### config.mk
export PLATFORM = sky130hd
export DESIGN_NAME = add_slice_sched
export DESIGN_NICKNAME = d
export VERILOG_FILES = /design/src/rtl/add_slice_sched.sv
export SDC_FILE = /design/constraint.sdc
export NUM_CORES = 1
export LEC_CHECK = 0
export CORE_MARGIN = 1
export CORE_UTILIZATION = 38
export CTS_BUF_LIST = sky130_fd_sc_hd__clkbuf_4
export CTS_CLUSTER_DIAMETER = 80
export DETAILED_ROUTE_END_ITERATION = 7
export PLACE_DENSITY = 0.69
export SYNTH_ARGS = -nofsm -noshare
export SYNTH_HDL_FRONTEND = slang
export SYNTH_SLANG_ARGS = --single-unit
### constraint.sdc
create_clock -name clk -period 4.3 [get_ports clk]
set_input_delay 0.86 -clock clk [delete_from_list [all_inputs] [get_ports clk]]
set_output_delay 0.86 -clock clk [all_outputs]
set_load 0.02 [all_outputs]
### src/rtl/add_slice_sched.sv
// Round-robin scheduler sharing one 4-bit adder slice between two requesters.
// Each granted add runs nibble-serially, LSB first, with the carry registered between nibbles.
module add_slice_sched #(
  parameter int WIDTH = 32
) (
  input  logic             clk,
  input  logic             reset,
  input  logic             req0_valid,
  input  logic [WIDTH-1:0] req0_a,
  input  logic [WIDTH-1:0] req0_b,
  output logic             req0_ready,
  input  logic             req1_valid,
  input  logic [WIDTH-1:0] req1_a,
  input  logic [WIDTH-1:0] req1_b,
  output logic             req1_ready,
  output logic             res_valid,
  input  logic             res_ready,
  output logic [WIDTH:0]   res_sum,
  output logic             res_id,
  output logic             busy
);

  localparam int NIB = WIDTH / 4;
  localparam int IW  = (NIB > 1) ? $clog2(NIB) : 1;
  localparam logic [IW-1:0] LAST_IDX = IW'(NIB - 1);
  localparam logic [IW-1:0] ONE_IDX  = IW'(1);

  typedef enum logic [1:0] {
    IDLE = 2'd0,
    ADD  = 2'd1,
    DONE = 2'd2
  } state_t;

  state_t           state_r;
  state_t           next_state_s;
  logic             ptr_r;
  logic             carry_r;
  logic [IW-1:0]    idx_r;
  logic [WIDTH-1:0] a_r;
  logic [WIDTH-1:0] b_r;
  logic [WIDTH:0]   sum_r;
  logic             id_r;
  logic             valid_r;
  logic             busy_r;
  logic             grant_s;
  logic             accept_s;
  logic [4:0]       nib_s;

  // One 4-bit slice with carry in; bit 4 of the result is the carry out.
  function automatic logic [4:0] nib_add(input logic [3:0] x, input logic [3:0] y,
                                         input logic cin);
    return {1'b0, x} + {1'b0, y} + {4'b0000, cin};
  endfunction

  // Arbitration: a lone requester wins, a tie goes to the priority pointer.
  always_comb begin
    grant_s = ptr_r;
    if (req0_valid && !req1_valid) begin
      grant_s = 1'b0;
    end else if (!req0_valid && req1_valid) begin
      grant_s = 1'b1;
    end else begin
      grant_s = ptr_r;
    end
  end

  // Request readies, held low during reset and outside IDLE.
  always_comb begin
    req0_ready = 1'b0;
    req1_ready = 1'b0;
    if (!reset && (state_r == IDLE)) begin
      req0_ready = req0_valid && (grant_s == 1'b0);
      req1_ready = req1_valid && (grant_s == 1'b1);
    end else begin
      req0_ready = 1'b0;
      req1_ready = 1'b0;
    end
    accept_s = req0_ready | req1_ready;
  end

  // Next-state selection.
  always_comb begin
    next_state_s = state_r;
    case (state_r)
      IDLE: begin
        if (accept_s) next_state_s = ADD;
        else          next_state_s = IDLE;
      end
      ADD: begin
        if (idx_r == LAST_IDX) next_state_s = DONE;
        else                   next_state_s = ADD;
      end
      DONE: begin
        if (res_ready) next_state_s = IDLE;
        else           next_state_s = DONE;
      end
      default: next_state_s = IDLE;
    endcase
  end

  // State register.
  always_ff @(posedge clk) begin
    if (reset) state_r <= IDLE;
    else       state_r <= next_state_s;
  end

  assign nib_s = nib_add(a_r[{idx_r, 2'b00} +: 4], b_r[{idx_r, 2'b00} +: 4], carry_r);

  // Operand capture, nibble-serial accumulation and registered status outputs.
  always_ff @(posedge clk) begin
    if (reset) begin
      ptr_r   <= 1'b0;
      carry_r <= 1'b0;
      idx_r   <= '0;
      a_r     <= '0;
      b_r     <= '0;
      sum_r   <= '0;
      id_r    <= 1'b0;
      valid_r <= 1'b0;
      busy_r  <= 1'b0;
    end else begin
      valid_r <= (next_state_s == DONE);
      busy_r  <= (next_state_s != IDLE);
      case (state_r)
        IDLE: begin
          if (accept_s) begin
            a_r     <= grant_s ? req1_a : req0_a;
            b_r     <= grant_s ? req1_b : req0_b;
            id_r    <= grant_s;
            ptr_r   <= ~grant_s;
            carry_r <= 1'b0;
            idx_r   <= '0;
          end
        end
        ADD: begin
          sum_r[{idx_r, 2'b00} +: 4] <= nib_s[3:0];
          carry_r <= nib_s[4];
          if (idx_r == LAST_IDX) begin
            sum_r[WIDTH] <= nib_s[4];
            idx_r        <= '0;
          end else begin
            idx_r <= idx_r + ONE_IDX;
          end
        end
        DONE: begin
          carry_r <= carry_r;
        end
        default: begin
          idx_r <= '0;
        end
      endcase
    end
  end

  assign res_valid = valid_r;
  assign res_sum   = sum_r;
  assign res_id    = id_r;
  assign busy      = busy_r;

endmodule

==> out/metrics.csv <==
metric;value;unit
status;complete, but fails checks;
failing checks;design-rule violations;
highest metal used;met4;
R2R cell count;9;
Mapped Nets;636;
# fillers;1156;
CP Class;reg2reg;
post_cts resized;0;
Max rail drop VDD;153;uV
P_leak;2.49;nW
WL met2;6.56;mm
# hold bufs at CTS;0;
Synth Area in Simple Gates;17.0;%
FF+latch count, synth;107;
vias in the first global route;4317;
Initial Util;39.6;%
total CTS buffers;9;
Mapped Area;4840;um2
H-tree Lvls;3;
Sequential Area;2140;um2
clock skew;0.0233;ns
Boundary Pins;171;
initial antenna violation count;0;
Die W;115;um
Via Count;4498;
metal3 WL;915;um
Slew @ Worst Pin;1.10;ns
root buf cell;clkbuf_4;
Slew HR;26.5;%
core box area;12200;um2
Post-synth EDFFs;0;
CTS tree;done;
fin nets;778;
final hold vios;0;
hold_ws;0.473;ns
vias per cell;5.58;
antenna diode count;0;
Fin Setup TNS;0;ns
Initial DRT Pass Iterations;8;
DRC viols;1;
Gate Count Post-Synth;491;
Final HPWL DP;10.0;mm
area of the die;13200;um2
final setup vio count;0;
crit share post-route;73.6;%
maxcap violations;0;
Detail Route Antenna Nets;0;
P per Cell Area;288;nW/um2
fin. max-slew vios;0;
Cell Rows;40;
grt ovf;0;
Synth warnings;0;
Arr. time, crit path;3.47;ns
crit end category;flip-flop;
XOR/XNOR Fraction of Synth Area;0.181;%
M1 wire length;6.24;mm
Buf/Inv on CP;0;
PnR Total Power;1.93;mW
Post-CTS Repair Setup Buffers;0;
Stages on worst setup path;9;
RePlAce Congestion;0.798;
startpoint types;flip-flop;
post-layout utilization of the core;54.9;%
Hold WC Path Type;reg2reg;
crit-path cells;mux4_2 -> nand2_1 -> nand2_1 -> fa_1 -> fa_1 -> xnor2_1 -> nor2_1 -> mux2i_1 -> nor2_1;
Compound-Gate Fraction of Synth Area;17.2;%
total wire length;13.9;mm
Max Clk Rate;0.316;GHz
first-pass GRT wire length;22.0;mm
Clock Latency Late Sink;0.45;ns
wire length per cell;17.2;um
largest net degree at the start of global routing;110;
post-layout minimum cycle time;3.17;ns
WP data required;4.61;ns
Seq/Total Area, Yosys;44.3;%
DRT iter0 DRCs;547;
Synth Flop Type;dfxtp_1;
largest family of logic cells by synthesized area;compound AO/OA/AOI/OAI gates;
layout cell share with drive strength beyond 1;8.31;%
CP delay by family, top;adder cells;
footprint of the multi-input gates;2430;um2
clk sinks;107;
Worst-path clk slew;0.16;ns
crit-path max cell delay;0.68;ns
# port buffers;170;
worst hold path stage count;2;
DIE HEIGHT;115;um
ys async rst share;0;%
Yosys cell types;41;
GRT Util Overall;21.3;%
Critical Path Fanout Max;16;
mux contribution to synthesized area;12.0;%
Max clock buf depth;2;
CP max-delay cell;dfxtp_2;
Layout area overhead;38.6;%
Mapped Avg Cell Area;9.86;um2
Post-Synth Adder-Cell Area;3.41;%
RSZ-0062 raised after global routing;no;
## area by class of cell
type | instances | share of cell area (%)
Sequential cell | 107 | 32.0
Clock inverter | 6 | 0.672
Clock buffer | 10 | 1.12
Multi-Input combinational cell | 324 | 36.2
Inverter | 14 | 0.784
Timing Repair Buffer | 177 | 26.1
Tap cell | 168 | 3.13
## tightest hold or removal path, cell delays in order (launching register included)
cell     delay, ns
dfxtp_1       0.35
nand2_1       0.05
a21oi_1       0.05
## placed cells by master (no fill, tap or decap), types with 4 or more instances in the layout
cell             instances
clkdlybuf4s50_1        169
dfxtp_1                106
nor2_1                 101
a222oi_1                64
nand2_1                 39
mux2i_1                 21
mux4_2                  16
inv_1                   13
nand3_1                 12
a21oi_1                 10
ha_1                    10
clkbuf_4                10
buf_4                    8
nor3_1                   6
o32ai_1                  5
and3_1                   4
nand3b_1                 4
## stage by stage
step	setup WS [ns]	std cells	instance area, um2
3_3_place_gp	1.20	790	6590
6_report	1.13	806	6710
2_1_floorplan	1.21	491	4840
3_5_place_dp	1.11	790	6590
5_1_grt	0.947	806	6710
4_1_cts	1.10	806	6710
## Yosys cell counts, drive strengths merged, types with 2 or more instances
| library cell | number | area share [%] |
|---|---|---|
| or3b | 2 | 0.36 |
| a31oi | 2 | 0.26 |
| inv | 13 | 1.0 |
| nor4b | 4 | 1.7 |
| a21oi | 10 | 1.0 |
| and3 | 6 | 0.78 |
| nor2 | 101 | 7.8 |
| a222oi | 64 | 13 |
| nand3 | 12 | 1.2 |
| nand2b | 2 | 0.26 |
| nand3b | 4 | 0.62 |
| o32ai | 5 | 0.90 |
| dfxtp | 107 | 44 |
| mux2i | 21 | 4.3 |
| ha | 10 | 2.6 |
| a21o | 3 | 0.47 |
| fa | 2 | 0.83 |
| or2 | 2 | 0.26 |
| nand2 | 39 | 3.0 |
| mux4 | 16 | 7.4 |
| nor3 | 6 | 0.62 |
| buf | 24 | 3.1 |
| clkbuf | 22 | 1.7 |
## cells by family after synthesis
group                      count (synthesis)
AOI/OAI and AO/OA                         92
xor gates and xnor gates                   1
buffers and inverters                     60
and+or+nand+nor                          181
DFF                                      107
muxes                                     38
adders and majority gates                 12
## layer usage
metal | vias to the layer above | global-route usage [%]
met5 | - | 0
met4 | 0 | 4.85
met3 | 13 | 4.43
met2 | 208 | 35.1
met1 | 2129 | 28.7
li1 | 2148 | -
## state kept, by name (all words and copies together) (netlist names)
register and flops:
a_r 32, b_r 32, busy 1, carry_r 1, idx_r 3, ptr_r 1
res_id 1, res_sum 33, res_valid 1, state_r 2
## final timing paths
check	to	slack, ns	from
max	res_sum[26]	1.13	idx_r[0]
min	res_sum[17]	0.47	res_sum[17]
max reg2reg	res_sum[26]	1.13	idx_r[0]
min reg2reg	res_sum[17]	0.47	res_sum[17]
## report_power, final
group | internal [mW] | total, mW | leakage (nW) | switching (mW)
registers | 1.04 | 1.08 | 0.872 | 0.0377
clock network | 0.132 | 0.469 | 0.0715 | 0.337
logic | 0.216 | 0.388 | 1.54 | 0.172
No activity file was read; power rests on OpenSTA's default activity.
